**src/rtl/pc_sequencer.sv**
```systemverilog
// pc_sequencer
//   Instruction-cycle controller for the picoMIPS core. It sequences FETCH/EXEC and
//   the switch-input handshake, steers the PC (increment or relative branch load),
//   strobes IR capture and the register-file write enable, and counts retired
//   instructions with a saturating counter.
//
//   state   | meaning
//   --------+-----------------------------------------------------------
//   FETCH   | capture instruction into IR
//   EXEC    | act on decoded opcode, advance or branch the PC
//   WAIT    | IN instruction: wait for inReady, then write + ack
//   RELEASE | IN instruction: wait for inReady to drop (one input/press)
//   HALT    | core stopped, only reset leaves
//
// Ports
//   clk_i        system clock
//   nRst_i       synchronous active-low reset; forces every output low while asserted
//   opcode_i     decoded opcode of the current IR
//   brOffset_i   two's-complement branch offset
//   pcIn_i       current program counter
//   flagZ_i      ALU zero flag
//   inReady_i    external input-valid level
//   irLoad_o     capture instruction into IR
//   pcInc_o      increment PC
//   pcLoad_o     load pcTarget_o into PC
//   pcTarget_o   branch target (pcIn + brOffset, wrapping); driven only with pcLoad_o
//   regWe_o      register-file write enable
//   inAck_o      input accepted
//   halted_o     core stopped on HALT
//   retired_o    retired-instruction count, saturating

module pc_sequencer #(
    parameter int P_SIZE = 6,
    parameter int CNT_W  = 16
) (
    input  logic              clk_i,
    input  logic              nRst_i,
    input  logic [2:0]        opcode_i,
    input  logic [P_SIZE-1:0] brOffset_i,
    input  logic [P_SIZE-1:0] pcIn_i,
    input  logic              flagZ_i,
    input  logic              inReady_i,
    output logic              irLoad_o,
    output logic              pcInc_o,
    output logic              pcLoad_o,
    output logic [P_SIZE-1:0] pcTarget_o,
    output logic              regWe_o,
    output logic              inAck_o,
    output logic              halted_o,
    output logic [CNT_W-1:0]  retired_o
);

    localparam logic [2:0] S_FETCH   = 3'd0;
    localparam logic [2:0] S_EXEC    = 3'd1;
    localparam logic [2:0] S_WAIT    = 3'd2;
    localparam logic [2:0] S_RELEASE = 3'd3;
    localparam logic [2:0] S_HALT    = 3'd4;

    localparam logic [2:0] OP_ALU  = 3'd0;
    localparam logic [2:0] OP_ADDI = 3'd1;
    localparam logic [2:0] OP_BEQ  = 3'd2;
    localparam logic [2:0] OP_BNE  = 3'd3;
    localparam logic [2:0] OP_JMP  = 3'd4;
    localparam logic [2:0] OP_IN   = 3'd5;
    localparam logic [2:0] OP_NOP  = 3'd6;
    localparam logic [2:0] OP_HALT = 3'd7;

    localparam logic [CNT_W-1:0] CNT_ONE = {{(CNT_W-1){1'b0}}, 1'b1};

    logic [2:0]       state_q, state_d;
    logic [CNT_W-1:0] retired_q, retired_d;
    logic             ir_load, pc_inc, pc_load, reg_we, in_ack, halt_entry;

    always_comb begin
        state_d    = state_q;
        ir_load    = 1'b0;
        pc_inc     = 1'b0;
        pc_load    = 1'b0;
        reg_we     = 1'b0;
        in_ack     = 1'b0;
        halt_entry = 1'b0;
        case (state_q)
            S_FETCH: begin
                ir_load = 1'b1;
                state_d = S_EXEC;
            end
            S_EXEC: begin
                state_d = S_FETCH;
                case (opcode_i)
                    OP_ALU, OP_ADDI: begin
                        reg_we = 1'b1;
                        pc_inc = 1'b1;
                    end
                    OP_NOP:  pc_inc = 1'b1;
                    OP_BEQ: begin
                        pc_load = flagZ_i;
                        pc_inc  = ~flagZ_i;
                    end
                    OP_BNE: begin
                        pc_load = ~flagZ_i;
                        pc_inc  = flagZ_i;
                    end
                    OP_JMP:  pc_load = 1'b1;
                    OP_IN:   state_d = S_WAIT;
                    OP_HALT: begin
                        state_d    = S_HALT;
                        halt_entry = 1'b1;
                    end
                    default: state_d = S_FETCH;
                endcase
            end
            S_WAIT: begin
                if (inReady_i) begin
                    reg_we  = 1'b1;
                    in_ack  = 1'b1;
                    pc_inc  = 1'b1;
                    state_d = S_RELEASE;
                end
            end
            S_RELEASE: begin
                if (!inReady_i) state_d = S_FETCH;
            end
            S_HALT:  state_d = S_HALT;
            default: state_d = S_FETCH;
        endcase
    end

    // HALT entry counts as retiring the HALT instruction itself.
    always_comb begin
        retired_d = retired_q;
        if ((pc_inc || pc_load || halt_entry) && (retired_q != {CNT_W{1'b1}}))
            retired_d = retired_q + CNT_ONE;
    end

    always_ff @(posedge clk_i) begin
        if (!nRst_i) begin
            state_q   <= S_FETCH;
            retired_q <= '0;
        end else begin
            state_q   <= state_d;
            retired_q <= retired_d;
        end
    end

    // Outputs are qualified by nRst_i so an in-flight instruction has no effect
    // during the reset cycle itself.
    assign irLoad_o   = nRst_i & ir_load;
    assign pcInc_o    = nRst_i & pc_inc;
    assign pcLoad_o   = nRst_i & pc_load;
    assign regWe_o    = nRst_i & reg_we;
    assign inAck_o    = nRst_i & in_ack;
    assign halted_o   = nRst_i & (state_q == S_HALT);
    assign pcTarget_o = (nRst_i & pc_load) ? (pcIn_i + brOffset_i) : '0;
    assign retired_o  = nRst_i ? retired_q : '0;

endmodule

```
**config.mk**
```make
export PLATFORM = sky130hd
export DESIGN_NAME = pc_sequencer
export DESIGN_NICKNAME = d
export VERILOG_FILES = /design/src/rtl/pc_sequencer.sv
export SDC_FILE = /design/constraint.sdc
export NUM_CORES = 1
export LEC_CHECK = 0
export ABC_CLOCK_PERIOD_IN_PS = 3100
export CAP_MARGIN = 10
export CELL_PAD_IN_SITES_DETAIL_PLACEMENT = 0
export CELL_PAD_IN_SITES_GLOBAL_PLACEMENT = 2
export CORE_MARGIN = 8
export CORE_UTILIZATION = 28
export DETAILED_ROUTE_END_ITERATION = 8
export HOLD_SLACK_MARGIN = 0.1
export MAX_ROUTING_LAYER = met4
export PLACE_DENSITY_LB_ADDON = 0.08
export SLEW_MARGIN = 20
export SYNTH_ARGS = -nofsm -noshare
export SYNTH_HDL_FRONTEND = slang
export SYNTH_SLANG_ARGS = --single-unit
```
**constraint.sdc**
```tcl
create_clock -name clk_i -period 3.1 [get_ports clk_i]
set_input_delay 0.31 -clock clk_i [delete_from_list [all_inputs] [get_ports clk_i]]
set_output_delay 0.31 -clock clk_i [all_outputs]
set_load 0.01 [all_outputs]
```
# Word level (Yosys, flattened, before mapping)

Cells that the tools add are included.

Bits in registers: 19
Bits of input ports: 19
Output and inout bits: 28
Logic and storage cells: 50

Add/subtract/negate cells: 2
Equal/unequal tests: 14
Muxes and demuxes: 17
Bitwise gates (word level): 7
Reduce and logical (&&, ||, !) cells: 8

Operators by type and width:

| kind                                                                  | count |
|---|---|
| 16-bit by 1-bit adder with 16-bit output, second input constant       | 1 |
| 16-bit 2-to-1 mux                                                     | 1 |
| 16-bit != test, second input constant                                 | 1 |
| 3-bit equality test, second input constant                            | 5 |
| 3-bit one-hot mux with 5 select lines                                 | 1 |
| 3-bit by 2-bit equality test with 1-bit output, second input constant | 4 |
| 1-bit 2-to-1 mux                                                      | 7 |
| 6-bit adder                                                           | 1 |
| 1-bit bitwise AND                                                     | 6 |
| 3-bit by 1-bit equality test with 1-bit output, second input constant | 2 |
| 3-bit zero test                                                       | 2 |
| 3-bit 2-to-1 mux                                                      | 2 |
| 6-bit 2-to-1 mux                                                      | 1 |
| 1-bit one-hot mux with 3 select lines                                 | 2 |
| 3-bit one-hot mux with 2 select lines                                 | 1 |
| 2-bit != test, second input constant                                  | 2 |
| 1-bit one-hot mux with 2 select lines                                 | 2 |
| 3-bit OR reduction                                                    | 1 |
| 1-bit logical OR                                                      | 2 |
| 2-bit AND reduction                                                   | 1 |
| 2-bit OR reduction                                                    | 1 |
| 1-bit logical AND                                                     | 1 |
| 1-bit inverter                                                        | 1 |

# Depth between registers and ports, before layout

Gate-level depths: netlist (run 1).

Depth after elaboration: 7
Mapped depth: 6

# Worst setup path after synthesis (run 1)

OpenSTA, ideal clock, no wires.

Kind: input-to-output
From: in brOffset_i[4]
To: out pcTarget_o[5]
Arrival: 1,648 ps
Data required time: 2,790 ps
Setup slack: 1,142 ps
Stages: 5
Cells stage by stage: ha_1 > and2_1 > o21ai_0 > o31ai_1 > a2111oi_0

Longest elaborated chain between the ends: 2

Ends and longest elaborated chain:

| item             | RTL line | text |
|---|---|---|
| start, declared  | 39       | `input logic [P_SIZE-1:0] brOffset_i,` |
| 6-bit adder      | 153      | `assign pcTarget_o = (nRst_i & pc_load) ? (pcIn_i + brOffset_i) : '0;` |
| 6-bit 2-to-1 mux | 153      |  |
| end, declared    | 46       | `output logic [P_SIZE-1:0] pcTarget_o,` |

No other way between the ends.

# Final worst setup path (run 1)

From: in brOffset_i[1]
To: out pcTarget_o[5]

Same word-level chain as after synthesis.

==> summary.md, run 1 <==
| Metric | Value |
|---|---|
| Status | complete, no violations |
| Post-CTS sizing | 0 |
| Sequential share of the synthesized area | approximately a quarter |
| Worst VDD drop | 0.157 mV |
| Largest net degree at the start of global routing | 38 |
| Die Y | 87.4 microns |
| Crit Path Category | in2out |
| DR DRC count | 0 |
| Placed wire-length estimate | 2960 microns |
| Vias in the first global route | 1,342 |
| Grt met3 use | 3.02% |
| CTS tree | yes |
| Total global-route track usage | 10.3% |
| Share of post-route cells with drive strength above 1 | 6.91% |
| Die Width | ~87 microns |
| RD Place Congestion | 0.794 |
| Clock sink total | 19 |
| Leakage | ~0.75 nW |
| List of most frequent post-synthesis cells | 26 x and2_1, 19 x dfxtp_1, 14 x nand2_1 |
| Vias per cell | 4.74 |
| Clock power frac | 31.6% |
| Most Used Layer, Global Route | met2 |
| Min Tclk post-route | 2800 ps |
| Setup TNS | 0 ps |
| Cell internal pwr | 0.000407 W |
| Initial Utilization | 28.5% |
| Post-synth top area share | 26.7% |
| Avg Inst Size Synth | between 8 and 9 sq um |
| Initial drt markers | 25 |
| Number of max-cap violations | 0 |
| Total core area | 5010 sq um |
| PD cells | 275 nW/um^2 |
| Worst Hold Depth | 2 |
| Overflow after GRT | 0 |
| Hold WC Path Type | reg2reg |
| Wire per inst | roughly 13 microns |
| Ports | 47 |
| Synth Net Count | roughly 200 |
| #FFs+latches synth | 19 |
| CTS root buffer | clkbuf_8 |
| Design area | slightly above 2000 sq um |
| Setup violations, final | 0 |
| Final Core Density | 40.2% |
| Final ANT Viol Nets | 0 |
| GRT met1 Usage | 11.5% |
| Fin. Hold Viols | 0 |
| Critical Path Sink Type | primary output |
| Yosys warnings | 0 |
| Antenna violations before repair | 0 |
| DR pass1 iterations | 4 |
| Die area | 7630 sq um |
| Synthesized area | 1430 sq um |
| Site row count | 26 |
| Max H-tree Level | 1 |
| FILL cells | 522 |
| Max FO, Critical Path | 3 |
| Slew Viols, Final | 0 |
| Rel. slew slack | around three quarters |
| Largest buffer count on any clock path | 2 |
| Largest cells by area after synthesis | dfxtp_1 27%, and2_1 11%, ha_1 5.3% |
| Area of placed instances | roughly 2000 sq um |
| Worst-skew pair later-pin latency | 260 ps |
| Reg2Reg Depth | 5 |
| Hold slack | 501 ps |
| Post-synth ARST share | 0% |
| Sw frac | 26.6% |
| Multi-input gate area | 1020 sq um |
| Reg clk slew, reported paths | 70 ps |
| Leading area contributor after synthesis | dfxtp_1 |
| Slew @ Worst Pin | 403 ps |
| Most common cell in the netlist | and2_1 |
| Unrepaired setup endpoints after global routing | no |
| Library cells used by synthesis | 45 |
| First-pass GRT wire length | 6210 microns |
| Max frequency | 357 MHz |
| Fin cells | 287 |
| Setup bufs post-CTS | 0 |
| CP required | 2790 ps |
| Post-synth EDFFs | 0 |
| Placed Instances | 283 |
| Cts bufs inserted | 3 |
| CP startpoint kind | input pin |
| Logic pwr share | ~22% |
| Met2 usage | between 10% and 20% |
| Hold Buf Count CTS | 0 |
| Port bufs | between 40 and 50 |
| Nets | 244 |
| Via count | 1,359 |
| Inserted Diodes | 0 |
| Period utilization | 90.4% |
| Seq. cell area | 380 sq um |
| Seq pwr share | between 40 and 50% |
| Skew final | 3.31 ps |
| Sw Pwr | 0.000147 W |
| Synth Instances | 170 |
| Routed wire length | 3720 microns |
| Area delta synth->final | 41.1% |
| Critical Path AT | 2490 ps |
| Synth Flop Type | dfxtp_1 |
-- critical path: stages --
cell and delay [ps]:
clkdlybuf4s50_1 460, ha_1 300, a21o_1 100, a21oi_1 70, nor2b_1 180, nor4_1 70, a2111oi_0 390, clkdlybuf4s50_1 620
-- path summary, 6_finish.rpt --
kind / to / startpoint / slack, ps
max reg2reg: retired_q[8] / state_q[0] / 1240
max: pcTarget_o[5] / brOffset_i[1] / 300
min reg2reg: retired_q[11] / retired_q[11] / 500
min: retired_q[11] / retired_q[11] / 500
-- state kept, by name, summed over array words and instances (netlist names) --
signal	cells
state_q	3
retired_q	16
-- power groups by stage --
stage | clock, W | combinational, W | sequential [W]
final | 0.000175 | 0.000122 | 0.000257
after global routing | 0.000199 | 0.000137 | 0.000259
after CTS | 0.000185 | 0.000124 | 0.000257
after detailed placement | 0 | 0.000123 | 0.000263
after global placement | 0 | 0.000121 | 0.000263
after floorplan | 0 | 0.0000704 | 0.000261
-- per-stage QoR --
| stage | power, W | setup WS (ps) |
|---|---|---|
| floorplan | 0.000331 | 1140 |
| global placement | 0.000383 | 304 |
| detailed placement | 0.000386 | 287 |
| CTS | 0.000566 | 280 |
| global route | 0.000594 | 16.0 |
| finish | 0.000554 | 298 |
-- cell families after synthesis --
kind of cell | after synthesis | synth area share, %
buffers and inverters | 6 | 1.58
XOR/XNOR | 7 | 4.30
AO/OA/AOI/OAI | 36 | 18.4
AND/OR/NAND/NOR | 90 | 38.5
flip-flops | 19 | 26.7
adder cells (fa/ha/maj) | 7 | 6.67
multiplexers | 5 | 3.86
-- layout by cell type (no fill, tap or decap), types with 2 or more instances in the layout --
cell             count
mux2_1               2
and3_1               3
nor3_1               3
nand4_1              3
o21ai_0             10
o211ai_1             3
or3_1                5
inv_1                2
nand3b_1             2
a21oi_1              5
xor2_1               4
mux2_2               2
dfxtp_1             19
and4_1               3
a21boi_1             5
nand2b_1             5
nor4_1               2
a21o_1               2
and2_1              26
nor2b_1              8
nand2_1             14
nor2_1               9
clkbuf_8             3
xnor2_1              3
ha_1                 6
clkdlybuf4s50_1     46
-- metal layers --
layer  vias up  share of wire [%]
met2        31                 47
met3         4                6.7
li1        701                  -
met1       623                 45
met5         -                  0
met4         0               0.78
-- area by class of cell --
cell class | instances | share of cell area, %
repair buffers | 47 | 23.2
clock inverters | 1 | 0.249
flip-flops and latches | 19 | 18.9
inverters | 2 | 0.373
well taps | 70 | 4.35
clock buffers | 3 | 2.05
multi-input cells | 145 | 50.8
Power figures use the tool's default switching activity.
==> run 2: changes to the inputs <==
--- a/config.mk
+++ b/config.mk
@@ -9,9 +9,9 @@
 export CAP_MARGIN = 10
 export CELL_PAD_IN_SITES_DETAIL_PLACEMENT = 0
 export CELL_PAD_IN_SITES_GLOBAL_PLACEMENT = 2
-export CORE_MARGIN = 8
-export CORE_UTILIZATION = 28
+export CORE_UTILIZATION = 38
 export DETAILED_ROUTE_END_ITERATION = 8
+export DONT_BUFFER_PORTS = 1
 export HOLD_SLACK_MARGIN = 0.1
 export MAX_ROUTING_LAYER = met4
 export PLACE_DENSITY_LB_ADDON = 0.08
==> run 2 against run 1 <==
Die area down 48%. Core utilization is 3.5 points higher. Via count down 13%.
==> summary.md, run 2 (synthesis results as in run 1) <==
| Metric | Value |
|---|---|
| Setup violations, final | 0 (unchanged) |
| Unrepaired setup endpoints after global routing | no |
| Status | complete, no violations |
| Clock power frac | 34.7% (+3.1 points) |
| Die Width | 63.3 microns (-28%) |
| Sw Pwr | 0.000132 W (-10%) |
| Setup ws final | 776 ps (+478 ps) |
| Metal3 WL | 149 microns (-40%) |
| PD cells | 336 nW/um^2 (+22%) |
| Multi-input gate area | 1020 sq um (unchanged) |
| Area delta synth->final | 6.23% |
| Max incr delay on CP | 730 ps (+110 ps) |
| Vias per cell | 5.46 (+15%) |
| Max frequency | 430 MHz (+21%) |
| Slowest cell on crit path | a2111oi_0 |
| FILL cells | 371 (-29%) |
| Seq pwr share | 50.5% (+4.1 points) |
| Die area | 4000 sq um (-48%) |
| Max reg flops | 16 (unchanged) |
| Hold Buf Count CTS | 0 (unchanged) |
| Period utilization | 75.0% (-15 points) |
| Cts bufs inserted | 3 (unchanged) |
| Reg clk slew, reported paths | 80 ps (about the same) |
| CP startpoint kind | flop |
| Placement Setup Slack | 974 ps (+688 ps) |
| Worst Hold Depth | 1 (-1) |
| Total global-route track usage | 15.0% (+4.7 points) |
| Initial Utilization | 41.1% (+13 points) |
| Largest regs | retired_q: 16 flops, state_q: 3 flops |
| Wire per inst | 13.1 microns (+1.4%) |
| Port bufs | 0 (-100%) |
| Overflow after GRT | 0 (unchanged) |
| Largest net degree at the start of global routing | 39 (+2.6%) |
| Reg2Reg Depth | 5 (unchanged) |
| Most frequent cells in the layout | 26 x and2_1, 19 x dfxtp_1, 14 x nand2_1, 10 x o21ai_0, 9 x nor2_1 |
| Metal2 WL | 1310 microns (-25%) |
| Skew final | 2.48 ps (-0.828 ps) |
| Ports | 47 (unchanged) |
| Routed wire length | 2840 microns (-24%) |
| First-pass GRT wire length | 4770 microns (-23%) |
| Total core area | 3470 sq um (-31%) |
| CTS tree | yes |
| Nets | 197 (-19%) |
| Die Y | 63.3 microns (-28%) |
| CP Buf/Inv Count | 0 (-2) |
| Top layer in use | met4 |
| CP Depth | 3 (-5) |
| Slew Viols, Final | 0 (unchanged) |
| Via count | 1,179 (-13%) |
| Delay-heaviest family, CP | compound AO/OA/AOI/OAI gates |
| Initial drt markers | 75 (+200%) |
| Critical Path, Cell by Cell | nor3b_4, o211ai_1, a2111oi_0 |
| Fin. Hold Viols | 0 (unchanged) |
| Vias in the first global route | 1,111 (-17%) |
| CP required | 2790 ps (about the same) |
| Leakage | 0.577 nW (-23%) |
| Inserted Diodes | 0 (unchanged) |
| Logic pwr share | 14.8% (-7.2 points) |
| Worst VDD drop | 0.140 mV (-10%) |
| Final ANT Viol Nets | 0 (unchanged) |
| Worst-skew pair later-pin latency | 260 ps (about the same) |
| Setup bufs post-CTS | 0 (unchanged) |
| Crit Path Category | reg2out |
| Critical Path AT | 2010 ps (-480 ps) |
| Critical Path Sink Type | primary output |
| Setup TNS | 0 ps (unchanged) |
| Largest buffer count on any clock path | 2 (unchanged) |
| Min Tclk post-route | 2320 ps (-478 ps) |
| DR DRC count | 0 (unchanged) |
| Clock sink total | 19 (unchanged) |
| Seq. cell area | 380 sq um (unchanged) |
| Rel. slew slack | 39.1% (-34 points) |
| CTS root buffer | clkbuf_8 |
| Post-CTS sizing | 0 (unchanged) |
| Share of post-route cells with drive strength above 1 | 8.24% (+1.3 points) |
| Slew @ Worst Pin | 891 ps (+488 ps) |
| Max H-tree Level | 1 (unchanged) |
| Site row count | 21 (-19%) |
| Antenna violations before repair | 0 (unchanged) |
| Hold WC Path Type | in2reg |
| Sw frac | 26.0% (-0.63 points) |
| Cell internal pwr | 0.000377 W (-7.4%) |
| RD Place Congestion | 0.758 (-4.6%) |
| Most common cell after layout, fill and taps aside | and2_1 |
| Most flop-heavy register | retired_q |
| Placed wire-length estimate | 2130 microns (-28%) |
| Number of max-cap violations | 0 (unchanged) |
| Wl on met1 | 1350 microns (-20%) |
| DR pass1 iterations | 4 (unchanged) |
| Max FO, Critical Path | 8 (+5) |
==> run 2: changes by cell type in the layout (fill, tap and decap cells not counted), sizes merged <==
cell / before / now
buf: 1 / 0
clkdlybuf4s50: 46 / 0
==> run 2: worst paths after layout <==
path	startpoint	to	slack, ps
worst max-delay path	state_q[0]	pcTarget_o[5]	780
worst max register to register	state_q[0]	retired_q[8]	1260
worst min-delay path	nRst_i	retired_q[12]	170
worst min register to register	retired_q[11]	retired_q[11]	500
==> run 2: power by group through the flow <==
stage	Combinational, W	Sequential [W]	Clock [W]
after floorplan	0.0000704	0.000261	0
after global placement	0.0000735	0.000263	0
after detailed placement	0.0000759	0.000263	0
after CTS	0.0000759	0.000257	0.000184
after global routing	0.0000857	0.000258	0.000190
final	0.0000753	0.000257	0.000177
==> run 2: layout make-up <==
class / count / area share, %
clock buffer: 3 / 2.73
clock inverter: 1 / 0.330
inverter: 2 / 0.495
multi-input combinational: 145 / 67.5
sequential: 19 / 25.1
tap: 46 / 3.80
==> run 2: per-stage QoR <==
stage | instances | cell area [sq um] | util (%) | power, W | hold slack [ps]
detailed placement | 212 | 1470 | 42.4 | 0.000339 | 438
global route | 216 | 1520 | 43.7 | 0.000534 | 173
floorplan | 170 | 1430 | - | 0.000331 | 453
CTS | 216 | 1520 | 43.7 | 0.000516 | 163
global placement | 212 | 1470 | 42.4 | 0.000336 | 435
finish | 216 | 1520 | 43.7 | 0.000509 | 174
==> run 2: routing by layer <==
| metal | global-route usage [%] | vias to the layer above |
|---|---|---|
| li1 | - | 615 |
| met4 | 5.97 | 0 |
| met5 | - | - |
| met2 | 25.5 | 35 |
| met1 | 17.3 | 525 |
| met3 | 2.72 | 4 |
==> run 2: worst reg2reg max path, stage by stage (launching register included) <==
cell,delay (ps)
dfxtp_1,440
nor3b_4,340
a21oi_2,130
a211oi_2,310
and3_1,210
mux2_1,310
